==> src/rtl/serial_frame_loader_pkg.sv <==
// Shared types and constants for the serial frame loader: FSM states,
// header sync/opcode encodings and the checksum width.
package serial_frame_loader_pkg;

    typedef enum logic [1:0] {
        IDLE    = 2'd0,
        HEADER  = 2'd1,
        PAYLOAD = 2'd2,
        CHECK   = 2'd3
    } state_t;

    localparam logic [3:0] SYNC_NIBBLE = 4'hA;

    localparam logic [1:0] OP_RSVD  = 2'b00;
    localparam logic [1:0] OP_KEY   = 2'b01;
    localparam logic [1:0] OP_MSG   = 2'b10;
    localparam logic [1:0] OP_CLEAR = 2'b11;

    localparam int CSUM_W = 8;

    // Header is acceptable when the sync nibble matches and the opcode is not reserved.
    function automatic logic header_ok(input logic [CSUM_W-1:0] hdr);
        return (hdr[7:4] == SYNC_NIBBLE) && (hdr[1:0] != OP_RSVD);
    endfunction

endpackage

==> src/rtl/frame_gap_timer.sv <==
// Inter-bit gap timer: counts enabled idle cycles while a frame is open and
// flags the edge on which the gap reaches TIMEOUT.
module frame_gap_timer #(
    parameter int TIMEOUT = 255
) (
    input  logic clk,
    input  logic rst_n,
    input  logic ena,
    input  logic start,
    input  logic kick,
    output logic oTimeout
);

    localparam logic [15:0] LIMIT = 16'(TIMEOUT - 1);

    logic [15:0] gap_cnt_reg;

    // A sampled bit on the same edge always wins over the timeout.
    assign oTimeout = start && ena && !kick && (gap_cnt_reg == LIMIT);

    always_ff @(posedge clk or negedge rst_n) begin
        if (!rst_n) begin
            gap_cnt_reg <= '0;
        end else if (!start || kick || oTimeout) begin
            gap_cnt_reg <= '0;
        end else if (ena) begin
            gap_cnt_reg <= gap_cnt_reg + 16'd1;
        end
    end

endmodule

==> src/rtl/serial_frame_loader.sv <==
// Framed serial loader for key/message words. Define FRAME_CHECKSUM_EN to
// require and verify a trailing XOR checksum byte after the payload.
module serial_frame_loader
    import serial_frame_loader_pkg::*;
#(
    parameter int KEY_SIZE = 8,
    parameter int MSG_SIZE = 64,
    parameter int TIMEOUT  = 255
) (
    input  logic                clk,
    input  logic                rst_n,
    input  logic                ena,
    input  logic                iSer_data,
    input  logic                iSer_valid,
    output logic [KEY_SIZE-1:0] oKey,
    output logic [MSG_SIZE-1:0] oMessage,
    output logic                oKey_valid,
    output logic                oMsg_valid,
    output logic                oFrame_err,
    output logic [3:0]          oErr_count,
    output logic                oBusy
);

    localparam int CNT_W = $clog2(MSG_SIZE) + 1;
    localparam logic [CNT_W-1:0] KEY_LAST  = CNT_W'(KEY_SIZE - 1);
    localparam logic [CNT_W-1:0] MSG_LAST  = CNT_W'(MSG_SIZE - 1);
    localparam logic [CNT_W-1:0] BYTE_LAST = CNT_W'(CSUM_W - 1);

    state_t              state_reg;
    logic [CNT_W-1:0]    bit_cnt_reg;
    logic [CSUM_W-1:0]   shift8_reg;
    logic [1:0]          opcode_reg;
    logic [MSG_SIZE-1:0] stage_reg;
    logic [KEY_SIZE-1:0] key_reg;
    logic [MSG_SIZE-1:0] msg_reg;
    logic                key_valid_reg;
    logic                msg_valid_reg;
    logic                frame_err_reg;
    logic [3:0]          err_count_reg;
`ifdef FRAME_CHECKSUM_EN
    logic [CSUM_W-1:0]   csum_reg;
    logic [CSUM_W-1:0]   csum_next;
`endif

    logic                sample;
    logic                gap_timeout;
    logic [CSUM_W-1:0]   shift8_next;
    logic [MSG_SIZE-1:0] stage_next;
    logic [MSG_SIZE-1:0] stage_commit;
    logic                payload_last;
    logic                commit;
    logic                abort;
    logic [1:0]          commit_op;

    assign sample = ena && iSer_valid;

    frame_gap_timer #(
        .TIMEOUT (TIMEOUT)
    ) u_gap_timer (
        .clk      (clk),
        .rst_n    (rst_n),
        .ena      (ena),
        .start    (state_reg != IDLE),
        .kick     (sample),
        .oTimeout (gap_timeout)
    );

    assign shift8_next  = {shift8_reg[CSUM_W-2:0], iSer_data};
    assign stage_next   = {stage_reg[MSG_SIZE-2:0], iSer_data};
    assign payload_last = (opcode_reg == OP_KEY) ? (bit_cnt_reg == KEY_LAST)
                                                 : (bit_cnt_reg == MSG_LAST);
`ifdef FRAME_CHECKSUM_EN
    // Payload bit n lands at position 7-(n mod 8) of its byte, so each bit
    // folds straight into the running XOR without assembling bytes.
    assign csum_next    = iSer_data ? (csum_reg ^ (8'h80 >> bit_cnt_reg[2:0])) : csum_reg;
    assign stage_commit = stage_reg;
`else
    assign stage_commit = stage_next;
`endif

    always_comb begin
        commit    = 1'b0;
        abort     = 1'b0;
        commit_op = opcode_reg;
        if (gap_timeout) begin
            abort = 1'b1;
        end else if (sample) begin
            case (state_reg)
                HEADER: begin
                    if (bit_cnt_reg == BYTE_LAST) begin
                        if (!header_ok(shift8_next)) begin
                            abort = 1'b1;
                        end
`ifndef FRAME_CHECKSUM_EN
                        else if (shift8_next[1:0] == OP_CLEAR) begin
                            commit    = 1'b1;
                            commit_op = OP_CLEAR;
                        end
`endif
                    end
                end
                PAYLOAD: begin
`ifndef FRAME_CHECKSUM_EN
                    commit = payload_last;
`endif
                end
                CHECK: begin
`ifdef FRAME_CHECKSUM_EN
                    if (bit_cnt_reg == BYTE_LAST) begin
                        commit = (shift8_next == csum_reg);
                        abort  = (shift8_next != csum_reg);
                    end
`endif
                end
                default: ;
            endcase
        end
    end

    always_ff @(posedge clk or negedge rst_n) begin
        if (!rst_n) begin
            state_reg     <= IDLE;
            bit_cnt_reg   <= '0;
            shift8_reg    <= '0;
            opcode_reg    <= OP_RSVD;
            stage_reg     <= '0;
            key_reg       <= '0;
            msg_reg       <= '0;
            key_valid_reg <= 1'b0;
            msg_valid_reg <= 1'b0;
            frame_err_reg <= 1'b0;
            err_count_reg <= '0;
`ifdef FRAME_CHECKSUM_EN
            csum_reg      <= '0;
`endif
        end else begin
            key_valid_reg <= 1'b0;
            msg_valid_reg <= 1'b0;
            frame_err_reg <= 1'b0;

            if (commit || abort) begin
                state_reg   <= IDLE;
                bit_cnt_reg <= '0;
            end else if (sample) begin
                case (state_reg)
                    IDLE: begin
                        shift8_reg  <= shift8_next;
                        bit_cnt_reg <= CNT_W'(1);
                        state_reg   <= HEADER;
                    end
                    HEADER: begin
                        shift8_reg <= shift8_next;
                        if (bit_cnt_reg == BYTE_LAST) begin
                            bit_cnt_reg <= '0;
                            opcode_reg  <= shift8_next[1:0];
`ifdef FRAME_CHECKSUM_EN
                            csum_reg    <= shift8_next;
                            state_reg   <= (shift8_next[1:0] == OP_CLEAR) ? CHECK : PAYLOAD;
`else
                            state_reg   <= PAYLOAD;
`endif
                        end else begin
                            bit_cnt_reg <= bit_cnt_reg + CNT_W'(1);
                        end
                    end
                    PAYLOAD: begin
                        stage_reg   <= stage_next;
                        bit_cnt_reg <= bit_cnt_reg + CNT_W'(1);
`ifdef FRAME_CHECKSUM_EN
                        csum_reg    <= csum_next;
                        if (payload_last) begin
                            bit_cnt_reg <= '0;
                            state_reg   <= CHECK;
                        end
`endif
                    end
                    CHECK: begin
                        shift8_reg  <= shift8_next;
                        bit_cnt_reg <= bit_cnt_reg + CNT_W'(1);
                    end
                    default: state_reg <= IDLE;
                endcase
            end

            if (commit) begin
                case (commit_op)
                    OP_KEY: begin
                        key_reg       <= stage_commit[KEY_SIZE-1:0];
                        key_valid_reg <= 1'b1;
                    end
                    OP_MSG: begin
                        msg_reg       <= stage_commit;
                        msg_valid_reg <= 1'b1;
                    end
                    OP_CLEAR: begin
                        key_reg       <= '0;
                        msg_reg       <= '0;
                        key_valid_reg <= 1'b1;
                        msg_valid_reg <= 1'b1;
                    end
                    default: ;
                endcase
            end

            if (abort) begin
                frame_err_reg <= 1'b1;
                if (err_count_reg != 4'hF) begin
                    err_count_reg <= err_count_reg + 4'd1;
                end
            end
        end
    end

    assign oKey       = key_reg;
    assign oMessage   = msg_reg;
    assign oKey_valid = key_valid_reg;
    assign oMsg_valid = msg_valid_reg;
    assign oFrame_err = frame_err_reg;
    assign oErr_count = err_count_reg;
    assign oBusy      = (state_reg != IDLE);

endmodule

==> config.mk <==
export PLATFORM = sky130hd
export DESIGN_NAME = serial_frame_loader
export DESIGN_NICKNAME = d
export VERILOG_FILES = /design/src/rtl/serial_frame_loader_pkg.sv /design/src/rtl/frame_gap_timer.sv /design/src/rtl/serial_frame_loader.sv
export SDC_FILE = /design/constraint.sdc
export NUM_CORES = 1
export LEC_CHECK = 0
export BUFFER_PORTS_ARGS = -buffer_cell sky130_fd_sc_hd__buf_2
export CORE_MARGIN = 4
export CORE_UTILIZATION = 30
export DETAILED_ROUTE_END_ITERATION = 10
export GPL_TIMING_DRIVEN = 0
export PLACE_DENSITY_LB_ADDON = 0.08
export SYNTH_ARGS = -nofsm -noshare
export SYNTH_HDL_FRONTEND = slang
export SYNTH_SLANG_ARGS = --single-unit
==> constraint.sdc <==
create_clock -name clk -period 4.4 [get_ports clk]
set_input_delay 0.66 -clock clk [delete_from_list [all_inputs] [get_ports clk]]
set_output_delay 0.66 -clock clk [all_outputs]
set_load 0.03 [all_outputs]
-- Word level (Yosys, flattened, before mapping)
Index checks and enable logic that the tools add are counted.
- input port bits: 5
- register bits: 176
- word-level logic and storage cells: 94
- add/subtract/negate cells: 3
- bitwise gates (word level): 1
- eq/ne operators: 14
- mux-type cells: 35
- reductions and logical operators: 29
- operators by type and width (cell ; count):
    $pmux W64 S2 ; 1
    $mux W16 ; 2
    $mux W7 ; 3
    $pmux W7 S3 ; 1
    $mux W2 ; 9
    $add A16 B1 Y16 const B ; 1
    $eq A16 B8 Y1 const B ; 1
    $mux W1 ; 16
    $pmux W8 S2 ; 1
    $reduce_bool A2 Y1 ; 6
    $eq A2 B2 Y1 const B ; 5
    $reduce_and A3 Y1 ; 3
    $add A7 B1 Y7 const B ; 1
    $eq A7 B3 Y1 const B ; 1
    $eq A7 B6 Y1 const B ; 1
    $eq A2 B1 Y1 const B ; 3
    $reduce_and A2 Y1 ; 3
    $reduce_or A2 Y1 ; 3
    $logic_and A1 B1 Y1 ; 5
    $add A4 B1 Y4 const B ; 1
    $eq A4 B4 Y1 const B ; 1
    $ne A4 B4 Y1 const B ; 1
    $pmux W2 S2 ; 1
    $reduce_and A4 Y1 ; 1
    8 further kinds ; 11

-- Logic depth before layout (Yosys ltp)
Gate-level depths: netlist of the first run.
- depth in word-level cells: 11
- mapped depth: 9
- gate-level depth less buffers: 7

-- Cells and area by module
From an unflattened synthesis of the first run, not the netlist that was laid out.
- cells, all modules: 665
- area, all modules: 7462.2 sq um
- modules (own cells, without submodules) (module ; cells an instance ; instances ; seq. area each (sq um) ; area each (sq um)):
    serial_frame_loader ; 572 ; 1 ; 4003.8 ; 6596.3
    frame_gap_timer ; 93 ; 1 ; 400.4 ; 865.8

-- Least setup slack after synthesis of the first run
Ideal clock, no wire load.
- path kind: input -> register
- start: input ena
- end: register msg_reg[5] (netlist: oMessage[5])
- cell stages on the path: 8
- arrival time: 2.313 ns
- setup slack: 1.963 ns
- path through: clkbuf_1 -> and2_1 -> buf_2 -> and4_1 -> clkbuf_1 -> o22ai_1 -> clkbuf_1 -> mux2_2
- longest elaborated chain between the ends: 8
- RTL lines (element ; RTL line ; source):
    start, declared ; serial_frame_loader.sv:12 ; input logic ena,
    $logic_and A1 B1 Y1 ; serial_frame_loader.sv:55 ; assign sample = ena && iSer_valid;
    $logic_not A1 Y1 ; frame_gap_timer.sv:19 ; assign oTimeout = start && ena && !kick && (gap_cnt_reg == LIMIT);
    $logic_and A1 B1 Y1 (2 in series) ; frame_gap_timer.sv:19 ;
    $mux W2 ; serial_frame_loader.sv:85 ; if (gap_timeout) begin
    $eq A2 B2 Y1 ; serial_frame_loader.sv:186 ; case (commit_op)
    $reduce_bool A2 Y1 (no line) ; n/a ;
    $reduce_and A2 Y1 (no line) ; n/a ;
    end signal, assigned ; serial_frame_loader.sv:192 ; msg_reg <= stage_commit;
    end, declared ; serial_frame_loader.sv:35 ; logic [MSG_SIZE-1:0] msg_reg;
Parallel ways exist; a longest one is shown, timed or not.
A chain may end at the register's enable or synchronous reset.

-- Worst setup path after layout of the first run
- start: register state_reg[1]
- end: register stage_reg[58]
- longest elaborated chain between the ends: 8
- RTL lines (element ; RTL line ; source):
    start, declared ; serial_frame_loader.sv:29 ; state_t state_reg;
    start signal, assigned ; serial_frame_loader.sv:122 ; state_reg <= IDLE;
    start signal, assigned ; serial_frame_loader.sv:142 ; state_reg <= IDLE;
    start signal, assigned ; serial_frame_loader.sv:149 ; state_reg <= HEADER;
    parallel branches: the longest is 7 deep, another holds $eq A2 B2 Y1 ; n/a ;
    $reduce_and A3 Y1 (no line) (*) ; n/a ;
    end signal, assigned ; serial_frame_loader.sv:167 ; stage_reg <= stage_next;
    end, declared ; serial_frame_loader.sv:33 ; logic [MSG_SIZE-1:0] stage_reg;
Mark *: on every way between the ends.

==> results of run 1 <==
worst register-to-register path, stage by stage (launching register included):
cell,delay [ns]
dfrtp_1,0.45
inv_1,0.12
ha_1,0.31
and4_1,0.20
o211a_1,0.24
nor3_2,0.72
buf_2,0.40
mux2_2,0.37
cell type report:
| cell class | instances | share of cell area, % |
|---|---|---|
| flip-flops and latches | 176 | 50.9 |
| multi-input cells | 307 | 29.8 |
| clock buffers | 19 | 5.23 |
| repair buffers | 84 | 5.23 |
| well taps | 319 | 4.61 |
| clock inverters | 12 | 1.97 |
| plain buffers | 25 | 1.87 |
| inverters | 9 | 0.390 |
where the power goes:
part / switching (W) / total [W] / leakage (nW) / internal (W)
sequential: 0.0000492 / 0.00172 / 2.42 / 0.00167
clock: 0.000670 / 0.00161 / 0.309 / 0.000940
combinational: 0.000102 / 0.000178 / 1.68 / 0.0000763
final timing paths:
kind | startpoint | to | slack [ns] | cells past startpoint
max in group asynchronous | rst_n | oMessage[47]$_DFFE_PN0P_ | 3.26 | 2
setup reg to reg | state_reg[1]$_DFFE_PN0P_ | stage_reg[58]$_DFFE_PN0P_ | 1.49 | 7
min in group clk | oMessage[2]$_DFFE_PN0P_ | oMessage[2]$_DFFE_PN0P_ | 0.50 | 1
hold / removal | rst_n | u_gap_timer.gap_cnt_reg[13]$_DFFE_PN0P_ | 0.25 | 1
setup / recovery | state_reg[1]$_DFFE_PN0P_ | stage_reg[58]$_DFFE_PN0P_ | 1.49 | 7
hold reg to reg | oMessage[2]$_DFFE_PN0P_ | oMessage[2]$_DFFE_PN0P_ | 0.50 | 1
through the flow:
| step | util, % | setup TNS, ns | worst slack, ns | total power [W] | instances |
|---|---|---|---|---|---|
| floorplan | - | 0 | 1.96 | 0.00185 | 517 |
| global placement | 34.0 | -29.19 | -0.183 | 0.00192 | 919 |
| detailed placement | 34.2 | 0 | 1.31 | 0.00193 | 920 |
| CTS | 36.9 | 0 | 1.44 | 0.00357 | 951 |
| global route | 36.9 | 0 | 1.34 | 0.00366 | 951 |
| finish | 36.9 | 0 | 1.49 | 0.00351 | 951 |
kinds of logic (layout without fill, tap and decap cells):
family,count (synthesis),in the layout,synth area share (%)
compound gates,91,91,10.4
xor+xnor,13,13,1.59
simple gates,104,104,8.23
buf+inv,34,149,2.72
flops,176,176,61.4
fa+ha+maj,9,9,1.57
mux,90,90,14.1
per-layer routing:
layer | GRT usage [%] | up-vias | share of wire (%)
met5 | 0 | - | 0
met4 | 4.23 | 0 | 1.5
met3 | 3.44 | 17 | 4.8
met2 | 18.6 | 63 | 45
met1 | 16.6 | 2283 | 48
li1 | - | 2113 | -
layout by cell type (no fill, tap or decap), types with 7 or more instances in the layout:
cell type and count:
dfrtp_1 176, buf_2 91, mux2_2 90, a22o_1 56
nand2_1 21, clkbuf_16 17, nor2_1 16, nand3_1 14
a21oi_1 12, inv_1 9, and3_1 9, ha_1 9
xnor2_1 8, nor3_1 7
==> flow_metrics.py, run 1 <==
metrics = {
    "power_and_ir_drop": {
        "power_density_nw_per_um2": 405,
        "p_leak_nw": 4.41,
        "irDropWorstVdd_mv": 0.228,
    },
    "yosys": {
        "ys_types": 46,
        "synth_edf_count": 0,
        "yosysWarnings": 0,
        "synth.most_common_cell": "dfrtp_1",
        "synth_nets": 531,
        "ys_ff_latch": 176,
        "ys.flop_type": "dfrtp_1",
        "synth_top_area_cell": "dfrtp_1",
        "syn-cell-area_um2": 7180,
        "synth.area.top_cells": "dfrtp_1, mux2_2, a22o_1",
        "syn-mean-instance-area_um2": 13.9,
        "seq_area_frac_synth_pct": 61.4,
        "synth_common_cells": "dfrtp_1, mux2_2, a22o_1, nand2_1, nor2_1",
        "syn-instance-count": 517,
        "async_flop_share_pct": 100,
        "yosys.area.top_type_share_pct": 61.4,
    },
    "cells_and_area": {
        "num-fill-cells": 2288,
        "design_area_um2": 8650,
        "drive_above_1_share_pct": 36.7,
        "final-seq-area_um2": 4400,
        "areaGrowthSynthToFinish_pct": 20.6,
        "multi_input_area_um2": 2580,
        "fin_nets": 634,
        "largest_reg_flops": 64,
        "diodes": 0,
    },
    "floorplan": {
        "die_h_um": 163,
        "die-area_um2": 26500,
        "die_w_um": 163,
        "start_util_pct": 30.6,
        "ios": 85,
        "fp-row-count": 56,
        "core_um2": 23500,
    },
    "cts": {
        "cts_buffers": 17,
        "post_cts_resize_count": 0,
        "worstSkewPairLatency_ns": 0.42,
        "cts_root_buffer": "clkbuf_16",
        "hold_buffers": 0,
        "cts_num_sinks": 176,
        "cts_buffer_depth": 2,
        "post_cts_buffers": 0,
        "clk_pin_slew_ns": 0.06,
        "htreeDepth": 4,
        "cts_tree": "yes",
    },
    "critical_path": {
        "slowest_delay_ns": 0.72,
        "cp-end-kind": "flop",
        "crit_type": "reg2reg",
        "cpMaxStageDelayCell": "nor3_2",
        "crit_path_cell_trace": "inv_1, ha_1, and4_1, o211a_1, nor3_2, buf_2, mux2_2",
        "worstPathMaxFanout": 10,
        "worst_path_dominant_cell_family": "simple AND/OR/NAND/NOR gates",
        "critPathBufInv": 2,
        "crit_required_ns": 4.70,
        "crit_arrival_ns": 3.22,
        "worst_setup_path_start_kind": "flop",
    },
    "sta": {
        "worst_clock_skew_ns": 0.0105,
        "post-route-period-util_pct": 66.2,
        "period_needed_ns": 2.91,
        "worst_hold_slack_ns": 0.250,
        "drv_slew": 0,
        "fmax_ghz": 0.343,
        "finalHoldViolCount": 0,
        "relSlewSlack_pct": 40.5,
        "worst-slew-pin-transition_ns": 0.887,
        "rsz0062_at_grt": "no",
        "finalSetupViolCount": 0,
    },
    "run_status": {
        "status": "finished clean",
    },
    "min_path": {
        "hold_class": "in2async",
    },
    "global_routing": {
        "grt_pass1_wl_mm": 25.7,
        "grt_max_degree": 92,
        "grt_antenna_before_repair": 0,
        "grt.overflow.total": 0,
        "track_usage_pct": 12.1,
        "grt_pass1_vias": 4652,
    },
    "run": {
        "maxCapViolations": 0,
    },
    "routing": {
        "wl_per_cell_um": 16.2,
        "drt_iter0_drc": 210,
        "drc": 0,
        "num_vias": 4476,
        "wl_mm": 15.4,
        "drtPass1Iterations": 4,
        "ant_nets": 0,
        "avgViaCountPerCell": 4.71,
    },
    "placed_design": {
        "place.gp.congestion": 0.720,
        "hpwl_mm": 10.4,
        "io_buffers": 83,
        "postPlaceCellArea_um2": 8030,
    },
}
(Power assumes the default switching activity.)
==> inputs of run 2 (changes only) <==
==> constraint.sdc (replaced) <==
create_clock -name clk -period 2.9 [get_ports clk]
set_input_delay 0.435 -clock clk [delete_from_list [all_inputs] [get_ports clk]]
set_output_delay 0.435 -clock clk [all_outputs]
set_load 0.03 [all_outputs]
==> flow_metrics.py, run 2 (synthesized netlist as in run 1, its figures left out) <==
metrics = {
    "run_status": {
        "status": "finished clean",
    },
    "global_routing": {
        "grt_max_degree": 92,
        "grtUsageMet1_pct": 16.6,
        "met2_usage_pct": 18.5,
        "grt.overflow.total": 0,
        "track_usage_pct": 12.1,
        "grt_pass1_vias": 4654,
        "grt_pass1_wl_mm": 25.7,
        "globalRouteMet3Util_pct": 3.44,
        "grt_antenna_before_repair": 0,
        "busiest_layer": "met2",
    },
    "sta": {
        "relSlewSlack_pct": 49.4,
        "drv_slew": 0,
        "finalSetupViolCount": 0,
        "fmax_ghz": 0.367,
        "worst-slew-pin-transition_ns": 0.752,
        "worst_hold_slack_ns": 0.0247,
        "worst_clock_skew_ns": 0.0102,
        "rsz0062_at_grt": "no",
        "period_needed_ns": 2.72,
        "post-route-period-util_pct": 93.9,
        "setup-tns-final_ns": 0,
        "finalHoldViolCount": 0,
    },
    "critical_path": {
        "critical_path.endpoint": "oMessage[22]$_DFFE_PN0P_",
        "reg2reg_setup_slack_ns": 0.18,
        "crit_required_ns": 3.21,
        "crit_type": "reg2reg",
        "crit_path_cell_trace": "ha_1, and2b_1, or4b_4, a211oi_4, o22ai_1, buf_2, buf_6, a22o_1",
        "crit_arrival_ns": 3.03,
        "slowest_delay_ns": 0.50,
        "startpoint": "bit_cnt_reg[0]$_DFFE_PN0P_",
        "rr_startpoint": "bit_cnt_reg[0]$_DFFE_PN0P_",
        "worst_setup_path_start_kind": "flop",
        "cpMaxStageDelayCell": "or4b_4",
        "r2r_end": "oMessage[22]$_DFFE_PN0P_",
        "rr_worst_depth": 8,
        "cp-end-kind": "flop",
        "worstPathMaxFanout": 10,
    },
    "placed_design": {
        "place_inst": 920,
        "postPlaceCellArea_um2": 8030,
        "place.gp.congestion": 0.720,
        "io_buffers": 83,
        "hpwl_mm": 10.4,
    },
    "cells_and_area": {
        "areaGrowthSynthToFinish_pct": 20.6,
        "layout_commonest_cell": "dfrtp_1",
        "design_area_um2": 8660,
        "largest_reg_flops": 64,
        "drive_above_1_share_pct": 36.7,
        "final_cell_mix": "dfrtp_1, buf_2, mux2_2",
        "fin_cells": 951,
        "num-fill-cells": 2286,
        "diodes": 0,
        "fin_nets": 634,
    },
    "run": {
        "maxCapViolations": 0,
    },
    "cts": {
        "cts_num_sinks": 176,
        "htreeDepth": 4,
        "cts_buffer_depth": 2,
        "post_cts_buffers": 0,
        "cts_buffers": 17,
        "cts_root_buffer": "clkbuf_16",
        "clk_pin_slew_ns": 0.07,
        "cts_tree": "yes",
        "worstSkewPairLatency_ns": 0.42,
        "hold_buffers": 0,
    },
    "floorplan": {
        "core_um2": 23500,
        "die_h_um": 163,
        "ios": 85,
        "die_w_um": 163,
        "die-area_um2": 26500,
        "start_util_pct": 30.6,
        "fp-row-count": 56,
    },
    "power_and_ir_drop": {
        "p_leak_nw": 4.40,
        "power_density_nw_per_um2": 614,
        "irDropWorstVdd_mv": 0.344,
    },
    "routing": {
        "num_vias": 4496,
        "drtPass1Iterations": 4,
        "drt_iter0_drc": 194,
        "ant_nets": 0,
        "wl_mm": 15.4,
        "drc": 0,
        "wl_per_cell_um": 16.2,
        "avgViaCountPerCell": 4.73,
    },
    "min_path": {
        "hold_class": "in2async",
    },
}
run 2: cell counts in the layout (fill, tap and decap cells not counted):
Identical to the previous run, type by type.
run 2: per-stage QoR:
| step | utilization, % | total power, W | setup WS [ns] |
|---|---|---|---|
| finish | 36.9 | 0.00532 | 0.178 |
| floorplan | - | 0.00281 | 0.498 |
| global route | 36.9 | 0.00556 | 0.0152 |
| global placement | 34.0 | 0.00291 | -1.46 |
| CTS | 36.9 | 0.00541 | 0.124 |
| detailed placement | 34.2 | 0.00293 | -0.0427 |
run 2: final cells by class:
class | count | area [um2] | share of cell area [%]
well taps | 319 | 399 | 4.61
flip-flops and latches | 176 | 4400 | 50.9
repair buffers | 84 | 453 | 5.23
clock buffers | 19 | 453 | 5.23
plain buffers | 25 | 161 | 1.86
clock inverters | 12 | 170 | 1.97
inverters | 9 | 33.8 | 0.390
multi-input cells | 307 | 2580 | 29.8
run 2: what timing repair did:
action                                  in CTS  in global routing
endpoints found under the hold margin        0                  0
pin swaps                                    0                  1
gates resized for setup                      1                  0
endpoints found under the setup margin      60                 11
run 2: critical path, delay by kind of cell (launching register included):
family                     cells  cell delay [ns]
AOI/OAI and AO/OA              3             0.75
adders and majority gates      1             0.27
buffers and inverters          2             0.47
DFF                            1             0.41
and+or+nand+nor                2             0.70
run 2: where the power goes:
part           switching, W  internal, W  leakage [nW]  total, W
registers         0.0000738      0.00253          2.42   0.00261
clock network       0.00102      0.00143         0.309   0.00244
logic              0.000154     0.000116          1.67  0.000270
run 2: worst min path at each step:
stage,from,end,slack (ns),depth (start not counted)
finish,rst_n,u_gap_timer.gap_cnt_reg[13]$_DFFE_PN0P_,0.02,1
global route,rst_n,u_gap_timer.gap_cnt_reg[10]$_DFFE_PN0P_,0.08,1
CTS,rst_n,oMessage[62]$_DFFE_PN0P_,0.04,1
detailed placement,oMessage[29]$_DFFE_PN0P_,oMessage[29]$_DFFE_PN0P_,0.48,1
global placement,oMessage[2]$_DFFE_PN0P_,oMessage[2]$_DFFE_PN0P_,0.48,1
floorplan,rst_n,bit_cnt_reg[0]$_DFFE_PN0P_,0.14,0
run 2: layer usage:
metal	vias up	wire length, um	share of wire [%]
met5	-	0	0
met4	0	201	1.3
met3	14	739	4.8
met2	68	7020	46
met1	2304	7460	48
li1	2110	-	-
